===== src/rtl/two_cars_pkg.sv =====
// Types and constants shared by the obstacle spawner, the sprite renderer and collision logic.
package two_cars_pkg;

  typedef logic [1:0] lane_t;

  typedef enum logic [1:0] {
    IDLE,
    MOVE,
    SPAWN,
    PAIR
  } spawner_state_t;

  localparam int unsigned SCREEN_H_DEFAULT = 480;

  // Left x edge of each lane; lanes 0/1 are the left road half, 2/3 the right.
  localparam int unsigned LANE_X0 = 200;
  localparam int unsigned LANE_X1 = 260;
  localparam int unsigned LANE_X2 = 340;
  localparam int unsigned LANE_X3 = 400;

endpackage


===== src/rtl/slot_alloc.sv =====
// Combinational lowest-index free-slot finder.
module slot_alloc #(
  parameter int unsigned NUM_SLOTS = 4
) (
  input  logic [NUM_SLOTS-1:0]         valid,
  output logic                         found,
  output logic [$clog2(NUM_SLOTS)-1:0] idx
);

  localparam int unsigned IdxW = $clog2(NUM_SLOTS);

  // Scan downward so the last hit is the lowest free index.
  always_comb begin
    found = 1'b0;
    idx   = '0;
    for (int i = int'(NUM_SLOTS) - 1; i >= 0; i--) begin
      if (!valid[i]) begin
        found = 1'b1;
        idx   = IdxW'(i);
      end
    end
  end

endmodule


===== src/rtl/obstacle_spawner.sv =====
// Per-frame mover and spawner for yellow cars held in a fixed table of slots.
module obstacle_spawner import two_cars_pkg::*; #(
  parameter int unsigned NUM_SLOTS = 4,
  parameter int unsigned Y_W       = 10,
  parameter int unsigned SCREEN_H  = SCREEN_H_DEFAULT,
  parameter int unsigned STEP      = 2,
  parameter int unsigned SPAWN_GAP = 8
) (
  input  logic                     Clk,
  input  logic                     Reset_n,
  input  logic                     frame_tick,
  input  logic                     enable,
  input  logic                     clear,
  input  logic [2:0]               rand_a_num,
  input  logic                     rand_b_num,
  output logic [NUM_SLOTS-1:0]     obj_valid,
  output logic [2*NUM_SLOTS-1:0]   obj_lane,
  output logic [Y_W*NUM_SLOTS-1:0] obj_y,
  output logic                     spawn_pulse,
  output logic                     retire_pulse,
  output logic [7:0]               drop_cnt,
  output logic                     busy
);

  localparam int unsigned IdxW = $clog2(NUM_SLOTS);
  localparam int unsigned GapW = $clog2(SPAWN_GAP + 1);
  localparam logic [GapW-1:0] GapFull   = GapW'(SPAWN_GAP);
  localparam logic [Y_W:0]    ScreenLim = (Y_W + 1)'(SCREEN_H);
  localparam logic [Y_W:0]    StepW     = (Y_W + 1)'(STEP);

  spawner_state_t state_q, state_d;
  logic [NUM_SLOTS-1:0] valid_q, valid_d;
  lane_t [NUM_SLOTS-1:0] lane_q, lane_d;
  logic [NUM_SLOTS-1:0][Y_W-1:0] y_q, y_d;
  logic [GapW-1:0] gap_q, gap_d;
  logic [7:0] drop_q, drop_d;
  logic pair_q, pair_d;
  lane_t plane_q, plane_d;
  logic spawn_q, spawn_d, retire_q, retire_d, busy_q, busy_d;

  logic            free_found;
  logic [IdxW-1:0] free_idx;
  logic [Y_W:0]    ny;

  // valid_q already reflects MOVE (and the first spawn) when SPAWN/PAIR consult it.
  slot_alloc #(
    .NUM_SLOTS(NUM_SLOTS)
  ) u_slot_alloc (
    .valid(valid_q),
    .found(free_found),
    .idx  (free_idx)
  );

  always_comb begin
    state_d  = state_q;
    valid_d  = valid_q;
    lane_d   = lane_q;
    y_d      = y_q;
    gap_d    = gap_q;
    drop_d   = drop_q;
    pair_d   = pair_q;
    plane_d  = plane_q;
    spawn_d  = 1'b0;
    retire_d = 1'b0;
    ny       = '0;
    if (clear) begin
      state_d = IDLE;
      valid_d = '0;
      lane_d  = '0;
      y_d     = '0;
      gap_d   = GapFull;
      pair_d  = 1'b0;
    end else begin
      unique case (state_q)
        IDLE: begin
          if (frame_tick && enable) state_d = MOVE;
        end
        MOVE: begin
          for (int i = 0; i < int'(NUM_SLOTS); i++) begin
            if (valid_q[i]) begin
              ny = {1'b0, y_q[i]} + StepW;
              if (ny >= ScreenLim) begin
                valid_d[i] = 1'b0;
                y_d[i]     = '0;
                retire_d   = 1'b1;
              end else begin
                y_d[i] = ny[Y_W-1:0];
              end
            end
          end
          if (gap_q != GapFull) gap_d = gap_q + GapW'(1);
          state_d = SPAWN;
        end
        SPAWN: begin
          pair_d = 1'b0;
          if (rand_b_num && gap_q == GapFull) begin
            if (free_found) begin
              valid_d[free_idx] = 1'b1;
              lane_d[free_idx]  = rand_a_num[1:0];
              y_d[free_idx]     = '0;
              spawn_d           = 1'b1;
              gap_d             = '0;
              pair_d            = rand_a_num[2];
              plane_d           = rand_a_num[1:0];
            end else if (drop_q != 8'hFF) begin
              drop_d = drop_q + 8'd1;
            end
          end
          state_d = PAIR;
        end
        PAIR: begin
          if (pair_q) begin
            if (free_found) begin
              valid_d[free_idx] = 1'b1;
              lane_d[free_idx]  = plane_q ^ 2'b10;
              y_d[free_idx]     = '0;
              spawn_d           = 1'b1;
            end else if (drop_q != 8'hFF) begin
              drop_d = drop_q + 8'd1;
            end
          end
          pair_d  = 1'b0;
          state_d = IDLE;
        end
        default: state_d = IDLE;
      endcase
    end
    busy_d = (state_d != IDLE);
  end

  always_ff @(posedge Clk or negedge Reset_n) begin
    if (!Reset_n) begin
      state_q  <= IDLE;
      valid_q  <= '0;
      lane_q   <= '0;
      y_q      <= '0;
      gap_q    <= GapFull;
      drop_q   <= '0;
      pair_q   <= 1'b0;
      plane_q  <= '0;
      spawn_q  <= 1'b0;
      retire_q <= 1'b0;
      busy_q   <= 1'b0;
    end else begin
      state_q  <= state_d;
      valid_q  <= valid_d;
      lane_q   <= lane_d;
      y_q      <= y_d;
      gap_q    <= gap_d;
      drop_q   <= drop_d;
      pair_q   <= pair_d;
      plane_q  <= plane_d;
      spawn_q  <= spawn_d;
      retire_q <= retire_d;
      busy_q   <= busy_d;
    end
  end

  assign obj_valid    = valid_q;
  assign obj_lane     = lane_q;
  assign obj_y        = y_q;
  assign spawn_pulse  = spawn_q;
  assign retire_pulse = retire_q;
  assign drop_cnt     = drop_q;
  assign busy         = busy_q;

endmodule


===== config.mk =====
export PLATFORM = sky130hd
export DESIGN_NAME = obstacle_spawner
export DESIGN_NICKNAME = d
export VERILOG_FILES = /design/src/rtl/two_cars_pkg.sv /design/src/rtl/slot_alloc.sv /design/src/rtl/obstacle_spawner.sv
export SDC_FILE = /design/constraint.sdc
export NUM_CORES = 1
export LEC_CHECK = 0
export ABC_CLOCK_PERIOD_IN_PS = 3000
export CORE_MARGIN = 2
export CORE_UTILIZATION = 54
export DETAILED_ROUTE_END_ITERATION = 10
export PLACE_DENSITY = 0.81
export RECOVER_POWER = 100
export SYNTH_ARGS = -nofsm -noshare
export SYNTH_HDL_FRONTEND = slang
export SYNTH_SLANG_ARGS = --single-unit

===== constraint.sdc =====
create_clock -name Clk -period 3 [get_ports Clk]
set_clock_uncertainty 0.1 [all_clocks]
set_input_delay 0.6 -clock Clk [delete_from_list [all_inputs] [get_ports Clk]]
set_output_delay 0.6 -clock Clk [all_outputs]
set_load 0.05 [all_outputs]

Word level (Yosys, flattened, before mapping). Cells that the tools add are included.

Flip-flop bits (word level): 72. Bits in latches: 0. RAM bits: 0. Bits in read-only memories: 0. Input port bits: 9. Output and inout bits: 63. Logic and storage cells: 149. Memories: 0.

Add/sub/neg operators: 6. $mul: 0. Divide/modulo/power cells: 0. Magnitude comparators: 6. Eq/ne operators: 17. Shifts and indexed selects: 0. Muxes and demuxes: 80. Bitwise gates (word level): 5. Reductions and logical operators: 18.

Operator list (count): 40-bit 2-to-1 mux (4); 40-bit case mux with 3 select lines (1); 10-bit 2-to-1 mux (9); 8-bit 2-to-1 mux (9); 10-bit by 2-bit adder with 11-bit output, second input constant (4); 11-bit by 9-bit greater-or-equal comparator with 1-bit output, second input constant (4); 40-bit bitwise AND (1); 40-bit inverter (1); 4-bit 2-to-1 mux (8); 8-bit case mux with 2 select lines (2); 1-bit 2-to-1 mux (30); 4-bit AND reduction (7); 3-bit inequality test, second input constant (9); 10-bit demux with 2-bit select (1); 8-bit bitwise mux (2); 2-bit 2-to-1 mux (7); 4-bit case mux with 3 select lines (1); 8-bit by 1-bit adder with 8-bit output, second input constant (1); 8-bit inequality test, second input constant (1); 2-bit case mux with 4 select lines (1); 4-bit case mux with 2 select lines (1); 3-bit nonzero test (2); 5-bit AND reduction (1); 4-bit by 1-bit adder with 4-bit output, second input constant (1); other kinds (17) (24).

Logic depth before layout (Yosys ltp). Gate-level depths: netlist (run 1).

Depth after elaboration: 14. Gate-level depth with buffers: 10. Gate-level depth less buffers: 8.

Hierarchy. Synthesis (run 1) repeated with hierarchy kept, for this count alone.

Cell total of the unflattened synthesis: 494. Area total of the unflattened synthesis: 4465.5 um2.

By module, submodules not included: obstacle_spawner (instances 1, cells each 489, area an instance 4436.8 um2, seq. area each 1803.0 um2); slot_alloc (instances 1, cells each 5, area an instance 28.8 um2, seq. area each 0.0 um2).

Least setup slack after synthesis (run 1). No wires, ideal clock.

Kind: reg-to-reg. Start: register y_q, in the netlist obj_y[21]. End: register y_q, in the netlist obj_y[21]. Setup time: 0.068 ns. Arrival time: 2.303 ns. Data required time: 2.832 ns. Setup slack: 0.529 ns. Cell stages (with the launch flop): 8. Buffers on the path: 0. Clock period less this slack: 2.471 ns. Cell sequence: dfrtp_1 ha_1 and3_1 nand3_1 or3_1 a22o_1 o41ai_1 a22o_1.

Word-level cells in the longest chain between the ends: 6. Elaborated cells on any way between the ends: 10. Those cells by class: add/sub (1); order compare (1); mux (7); bitwise (1).

RTL lines: start: declaration (RTL line obstacle_spawner.sv:34) `logic [NUM_SLOTS-1:0][Y_W-1:0] y_q, y_d;`; start signal: assignment (RTL line obstacle_spawner.sv:148) `y_q <= y_d;`; 10-bit by 2-bit adder with 11-bit output (RTL line obstacle_spawner.sv:81) `ny = {1'b0, y_q[i]} + StepW;`; 11-bit by 9-bit greater-or-equal comparator with 1-bit output (RTL line obstacle_spawner.sv:82) `if (ny >= ScreenLim) begin`; 10-bit 2-to-1 mux (RTL line obstacle_spawner.sv:82); 10-bit 2-to-1 mux (RTL line obstacle_spawner.sv:80) `if (valid_q[i]) begin`; 40-bit case mux with 3 select lines * (RTL line obstacle_spawner.sv:74) `unique case (state_q)`; 40-bit 2-to-1 mux * (RTL line obstacle_spawner.sv:66) `if (clear) begin`.

Every way passes the cells marked *; elsewhere a longest branch is shown, timed or not. The select of a mux whose other input is x is not followed. A chain may end at the register's enable or synchronous reset.

Worst setup path after layout (run 1).
Start: register state_q[1]. End: register y_q, in the netlist obj_y[15].

Word-level cells in the longest chain between the ends: 3. Elaborated cells on any way between the ends: 10. Those cells by class: eq/ne (6); mux (2); reduce/logical (2).

RTL lines: start: declaration (RTL line obstacle_spawner.sv:31) `spawner_state_t state_q, state_d;`; start signal: assignment (RTL line obstacle_spawner.sv:145) `state_q <= state_d;`; 2-bit by 1-bit equality test with 1-bit output / 2-bit equality test (equally long branches) (RTL line obstacle_spawner.sv:74); 3-bit inequality test (no source line), or another cell as far along; 4-bit AND reduction (no source line) / 40-bit 2-to-1 mux (equally long branches).

Several ways; a longest one is shown, not always the timed one.

==> summary.txt, run 1 <==
Outcome
  – Status: finished with violations
  – Failing checks: capacitance limit, slew limit

Clocking
  – TritonCTS clock tree: built
  – Post-cts hold buffer count: 0
  – Root buffer cell: clkbuf_8
  – Post-CTS Setup Bufs: 0
  – Number of CTS-inserted buffers: 9
  – Clk buf depth: 2
  – CTS resizes: 0
  – Htree depth: 3
  – Clk pin slew, worst setup/hold paths: 0.07 ns
  – CTS sink cnt: 72
  – Clk_lat worst skew: 0.36 ns

Routing
  – WL final: 11,000 µm
  – Post-route ant nets: 0
  – DRC: 0
  – Wire per inst: 16.5 µm
  – DRT iter0 DRCs: 280
  – DR vias: 4,138
  – Vias/cell: 6.19
  – DR pass1 iterations: 5

Synthesis
  – Synth Area in Simple Gates: a little under a quarter
  – Compound-Gate Fraction of Synth Area: 22.6%
  – Post-Syn Area: 4390 µm²
  – Share of the synthesized area in the top cell type: 40.5%
  – Number of library cell types mapped by synthesis: 72
  – Mapped Cells: 492
  – Syn Area/Cell: 8.92 µm²
  – Synth Flop Type: dfrtp_1
  – Synthesis-stage register bit count: 72
  – Synth top cells by count: 71 x dfrtp_1, 59 x nand2_1, 40 x o21ai_0
  – Post-synthesis sequential area ratio: about 41%
  – Post-synth EDFFs: 0
  – Adder-cell share of the synthesized area: under 10%
  – Largest family of logic cells by synthesized area: simple AND/OR/NAND/NOR gates
  – XOR/XNOR Fraction of Synth Area: 2.60%
  – Multiplexer share of the synthesized area: 3.28%
  – Syn_nets: 512
  – Dominant cells by area after synthesis: dfrtp_1 41%, nand2_1 5.0%, o21ai_0 4.6%, ha_1 3.1%, a21oi_1 2.7%
  – Yosys warns: 0
  – Post-synth top area cell: dfrtp_1
  – Most common cell in the netlist: dfrtp_1
  – Ys async rst share: 100%

Power
  – Total power: 0.00360 W
  – Leak Pwr: 2.40 nW
  – Max VDD drop: roughly 0.00043 V
  – Power per cell area: 673 nW/µm²

STA
  – Max Freq: 373 MHz
  – Minimum clock period: roughly 2.7 ns
  – Final Slew Violations: 73
  – Hold Violations, Final: 0
  – RSZ-0062 raised after global routing: no
  – Setup_tns: 0 ns
  – Setup violators final: 0
  – Slew HR: -18.1%
  – Final Cycle Share: 89.4%
  – Worst Max-Slew Pin Slew: 1.77 ns

Floorplan
  – Core area: between 7000 and 8000 µm²
  – Die Wd: 94.1 µm
  – Row count: 32
  – Die area: approximately 8900 µm²
  – # IOs: 72
  – Initial core utilization: 56.2%
  – Die H: 94.1 µm

Final layout
  – Nets: around 580
  – Fraction of layout cells with a size suffix above 1: between 6 and 7%
  – Synth-to-layout area growth: 22.0%
  – Antenna diode count: 0
  – Final Non-Filler Cells: 669

Hold path
  – Hold Crit Class: reg -> reg

Placed design
  – Placer Congestion: 0.868
  – Detail Placement HPWL: 7780 µm
  – Placed insts: 653
  – Port bufs: 71

Flow run
  – Max Cap Viol: 1

Setup path
  – Crit-path max FO: 14
  – Data required time at the worst endpoint: between 3 and 4 ns
  – Critical Path Sink Type: register
  – CP arrival: about 2.8 ns
  – WS Path Type: reg -> reg
  – Startpoint types: register

Global route
  – GRT Util Overall: 26.3%
  – First-pass GRT wire length: 18,400 µm
  – Number of antenna violations at the first check in global routing: 0
  – Vias in the first global route: slightly below 4,000
  – GR Overflow Total: 0
  – Largest net degree at the start of global routing: 73
==> registers in the layout, summed over array words and instances, names as in the netlist <==
name	count
obj_valid	4
retire_pulse	1
state_q	2
obj_y	40
drop_cnt	8
gap_q	4
obj_lane	8
plane_q	2
busy	1
spawn_pulse	1
pair_q	1
==> critical path: stages (launching register included) <==
cell,delay (ns)
dfrtp_1,0.49
inv_1,0.14
ha_1,0.37
nor3_1,0.18
clkbuf_1,0.22
nor3_1,0.09
o21ai_2,0.47
nor3_1,0.18
a221o_1,0.32
==> path summary, 6_finish.rpt <==
check / startpoint / end / slack, ns / cells past startpoint
worst min-delay path: drop_cnt[7] / drop_cnt[7] / 0.39 / 1
worst max register to register: state_q[1] / obj_y[15] / 0.32 / 8
worst min register to register: drop_cnt[7] / drop_cnt[7] / 0.39 / 1
max in group asynchronous: Reset_n / obj_y[15] / 1.05 / 2
worst max-delay path: state_q[1] / obj_y[15] / 0.32 / 8
min in group asynchronous: Reset_n / drop_cnt[0] / 0.69 / 2
==> cell families (layout without fill, tap and decap cells) <==
family	after synthesis	after routing
AOI/OAI and AO/OA	144	144
xor gates and xnor gates	13	13
adders and majority gates	11	11
buffers and inverters	42	117
DFF	72	72
muxes	14	14
and+or+nand+nor	196	196
==> final cells by class <==
class	instances	area (µm²)
multi-input cells	378	2390
clock buffers	13	149
well taps	102	128
fillers	646	2450
flip-flops and latches	72	1800
clock inverters	3	42.5
repair buffers	82	774
inverters	19	71.3
==> per-stage QoR <==
| stage | hold slack (ns) | setup slack, ns | cell area, µm² | util (%) |
|---|---|---|---|---|
| final | 0.393 | 0.319 | 5350 | 68.6 |
| after global routing | 0.412 | 0.110 | 5350 | 68.6 |
| after CTS | 0.173 | 0.376 | 5400 | 69.2 |
| after detailed placement | 0.380 | 0.337 | 5210 | 66.7 |
| after global placement | 0.367 | 0.380 | 5210 | 66.7 |
| after floorplan | 0.204 | 0.529 | 4390 | - |
==> routing by layer <==
layer,track usage [%],part of all wire (%),routed length [µm]
met1,36.8,45,4920
met2,41.3,49,5370
met3,3.85,5.0,556
met4,10.1,1.6,177
met5,0,0,0
==> where the power goes <==
group	switching, W	internal [W]	total, W
clock	0.000365	0.000407	0.000772
sequential	0.000166	0.00108	0.00125
combinational	0.00108	0.000503	0.00158
total	0.00161	0.00199	0.00360
==> placed cells by master (no fill, tap or decap), types with 5 or more instances in the layout <==
cell type | synthesis | final
buf_4 | 0 | 7
a22oi_1 | 11 | 11
o21ai_0 | 40 | 42
nor3_1 | 13 | 15
a21o_1 | 5 | 5
clkbuf_1 | 15 | 6
a22o_1 | 7 | 7
inv_1 | 19 | 19
clkbuf_8 | 0 | 10
dfrtp_1 | 71 | 71
clkdlybuf4s50_1 | 0 | 6
a21oi_1 | 24 | 24
mux2i_1 | 11 | 11
xnor2_1 | 8 | 8
a31oi_1 | 8 | 8
and3_1 | 17 | 17
xor2_1 | 5 | 5
nor2b_1 | 8 | 8
nand4_1 | 10 | 10
nor2_1 | 30 | 31
dlygate4sd3_1 | 0 | 64
and2_1 | 7 | 5
ha_1 | 11 | 11
nand3_1 | 18 | 18
o31ai_1 | 5 | 5
nand2_1 | 59 | 59
nor4_1 | 7 | 7
No activity file was read; power rests on OpenSTA's default activity.
==> inputs of run 2 (changes only) <==
--- a/config.mk
+++ b/config.mk
@@ -6,8 +6,10 @@
 export NUM_CORES = 1
 export LEC_CHECK = 0
 export ABC_CLOCK_PERIOD_IN_PS = 3000
+export CELL_PAD_IN_SITES_DETAIL_PLACEMENT = 0
+export CELL_PAD_IN_SITES_GLOBAL_PLACEMENT = 1
 export CORE_MARGIN = 2
-export CORE_UTILIZATION = 54
+export CORE_UTILIZATION = 41
 export DETAILED_ROUTE_END_ITERATION = 10
 export PLACE_DENSITY = 0.81
 export RECOVER_POWER = 100
==> run 2 against run 1 <==
  * The run still ends with capacitance limit, slew limit left
  * Clock power grew 22%
  * Critical path depth shrank 1
  * Sequential share of layout area shrank 0.75 points
  * Highest routed layer unchanged
  * Clock-buffer cell count shrank 4
  * Utilization shrank 16 points
  * Design area grew 2.3%
  * Power grew 5.2%
==> summary.txt, run 2 (synthesis results as in run 1) <==
STA
  – Final WS setup: 0.358 ns (+0.0387 ns)
  – Final Slew Violations: 30 (-59%)
  – Setup violators final: 0 (unchanged)
  – Worst Max-Slew Pin Slew: 1.71 ns (-0.0593 ns)
  – Final Cycle Share: 88.1% (-1.3 points)
  – RSZ-0062 raised after global routing: no
  – Minimum clock period: 2.64 ns (-0.0387 ns)
  – Max Freq: 378 MHz (+1.5%)
  – Min Hold Slack: 0.389 ns (-0.00477 ns)
  – Slew HR: -14.1% (+4.0 points)
  – Hold Violations, Final: 0 (unchanged)
  – Setup_tns: 0 ns (unchanged)

Final layout
  – Fraction of layout cells with a size suffix above 1: 7.54% (+0.67 points)
  – Fillers: 1,015 (+57%)
  – Nets: 585 (+0.52%)
  – Max FFs per register: 40 (unchanged)
  – Register area: 1800 µm² (unchanged)
  – Most common cell after layout, fill and taps aside: dfrtp_1
  – Multi-input gate area: 2370 µm² (-0.63%)
  – Commonest cells after routing, fill and taps aside: 71 x dfrtp_1, 64 x dlygate4sd3_1, 59 x nand2_1
  – Synth-to-layout area growth: 24.8%
  – Antenna diode count: 0 (unchanged)

Setup path
  – Worst r2r src: state_q[1]
  – Critical Path Sink Type: register
  – Worst path max stage delay: 0.62 ns (+0.13 ns)
  – R2r setup slk: 0.36 ns (+0.04 ns)
  – CP arrival: 2.79 ns (-0.03 ns)
  – FF-to-FF End: obj_y[38]
  – Worst R2R Path Depth: 7 (-1)
  – Startpoint types: register
  – Worst path cell trace: ha_1 -> nor2b_1 -> buf_4 -> a211oi_1 -> o21ai_1 -> inv_1 -> a32o_1
  – Crit-path max FO: 10 (-4)
  – WS Path Type: reg -> reg
  – Data required time at the worst endpoint: 3.15 ns (about the same)
  – CP max stage cell: o21ai_1

Floorplan
  – Die Wd: 107 µm (+14%)
  – Die area: 11,500 µm² (+30%)
  – # IOs: 72 (unchanged)
  – Initial core utilization: 42.3% (-14 points)
  – Row count: 37 (+16%)
  – Die H: 107 µm (+14%)
  – Core area: 10,400 µm² (+33%)

Placed design
  – Placer Congestion: 0.838 (-3.4%)
  – Detail Placement HPWL: 8260 µm (+6.3%)
  – Port bufs: 71 (unchanged)
  – Worst slack, placed: 0.191 ns (-0.146 ns)

Routing
  – Wire per inst: 16.2 µm (-1.5%)
  – Post-route ant nets: 0 (unchanged)
  – DR vias: 4,077 (-1.5%)
  – DR pass1 iterations: 5 (unchanged)
  – DRT iter0 DRCs: 225 (-20%)
  – DRC: 0 (unchanged)
  – WL final: 11,500 µm (+3.9%)
  – Vias/cell: 5.77 (-6.6%)

Global route
  – GRT Util Overall: 21.3% (-5.0 points)
  – Vias in the first global route: 4,009 (+2.0%)
  – First-pass GRT wire length: 19,700 µm (+7.0%)
  – Largest net degree at the start of global routing: 44 (-40%)
  – Number of antenna violations at the first check in global routing: 0 (unchanged)
  – GR Overflow Total: 0 (unchanged)

Clocking
  – Post-cts hold buffer count: 0 (unchanged)
  – CTS resizes: 0 (unchanged)
  – Clk_lat worst skew: 0.35 ns (about the same)
  – Post-CTS Setup Bufs: 0 (unchanged)
  – Number of CTS-inserted buffers: 9 (unchanged)
  – Clk buf depth: 2 (unchanged)
  – Clk pin slew, worst setup/hold paths: 0.08 ns (about the same)
  – CTS sink cnt: 72 (unchanged)
  – Root buffer cell: clkbuf_8
  – TritonCTS clock tree: built
  – Htree depth: 3 (unchanged)

Power
  – P_sw: 0.00163 W (+1.1%)
  – Logic pwr share: 42.5% (-1.4 points)
  – Power per cell area: 692 nW/µm² (+2.8%)
  – Pint: 0.00216 W (+8.4%)
  – Max VDD drop: 0.000543 V (+26%)
  – Clk pwr share: 24.9% (+3.5 points)
  – Sequential share of power: 32.7% (-1.9 points)
  – Sw Ratio: 43.0% (-1.7 points)
  – Leak Pwr: 2.45 nW (+2.1%)

Flow run
  – Max Cap Viol: 1 (unchanged)

Hold path
  – Hold Crit Class: reg -> reg
  – Worst hold start: obj_y[20]
  – Hold path cells: 1 (unchanged)
  – Hold-critical path endpoint: obj_y[20]

Outcome
  – Failing checks: capacitance limit, slew limit
  – Status: finished with violations
==> run 2: power by group through the flow <==
stage | Clock [W] | Combinational (W) | Sequential [W]
CTS | 0.000969 | 0.00166 | 0.00124
floorplan | 0 | 0.000923 | 0.00147
global placement | 0 | 0.00165 | 0.00126
detailed placement | 0 | 0.00166 | 0.00126
finish | 0.000942 | 0.00161 | 0.00124
global route | 0.00101 | 0.00178 | 0.00126
==> run 2: routing by layer <==
metal  GRT usage [%]  share of wire, %  up-vias
met3            4.42               4.8        8
met2            34.9                48      107
li1                -                 -     1958
met4            5.22               1.1        0
met5               0                 0        -
met1            28.8                46     2004
==> run 2: worst max-delay path, delay by kind of cell, from the launching register on <==
kind | cells | cell delay, ns
flops | 1 | 0.49
compound gates | 3 | 0.93
fa+ha+maj | 1 | 0.45
buf+inv | 2 | 0.30
simple gates | 1 | 0.26
==> run 2: worst max-delay path by stage <==
stage,start,to
floorplan,obj_y[21],obj_y[21]
global placement,clear,obj_y[18]
CTS,state_q[1],obj_y[36]
finish,state_q[1],obj_y[38]
global route,state_q[1],obj_y[38]
detailed placement,clear,obj_y[36]
==> run 2: per-stage QoR <==
stage	cell area (µm²)	utilization [%]	cells	total power [W]
after floorplan	4390	-	492	0.00239
after global placement	5270	50.9	690	0.00291
after detailed placement	5270	50.9	690	0.00292
after CTS	5520	53.2	706	0.00388
after global routing	5480	52.8	706	0.00406
final	5480	52.8	706	0.00379
==> run 2: layout make-up <==
cell class	count	share of cell area (%)
inverter	19	1.30
clock inverter	7	2.19
tap	136	3.11
timing repair buffer	85	14.9
multi-input combinational	378	43.3
clock buffer	9	2.26
sequential	72	32.9
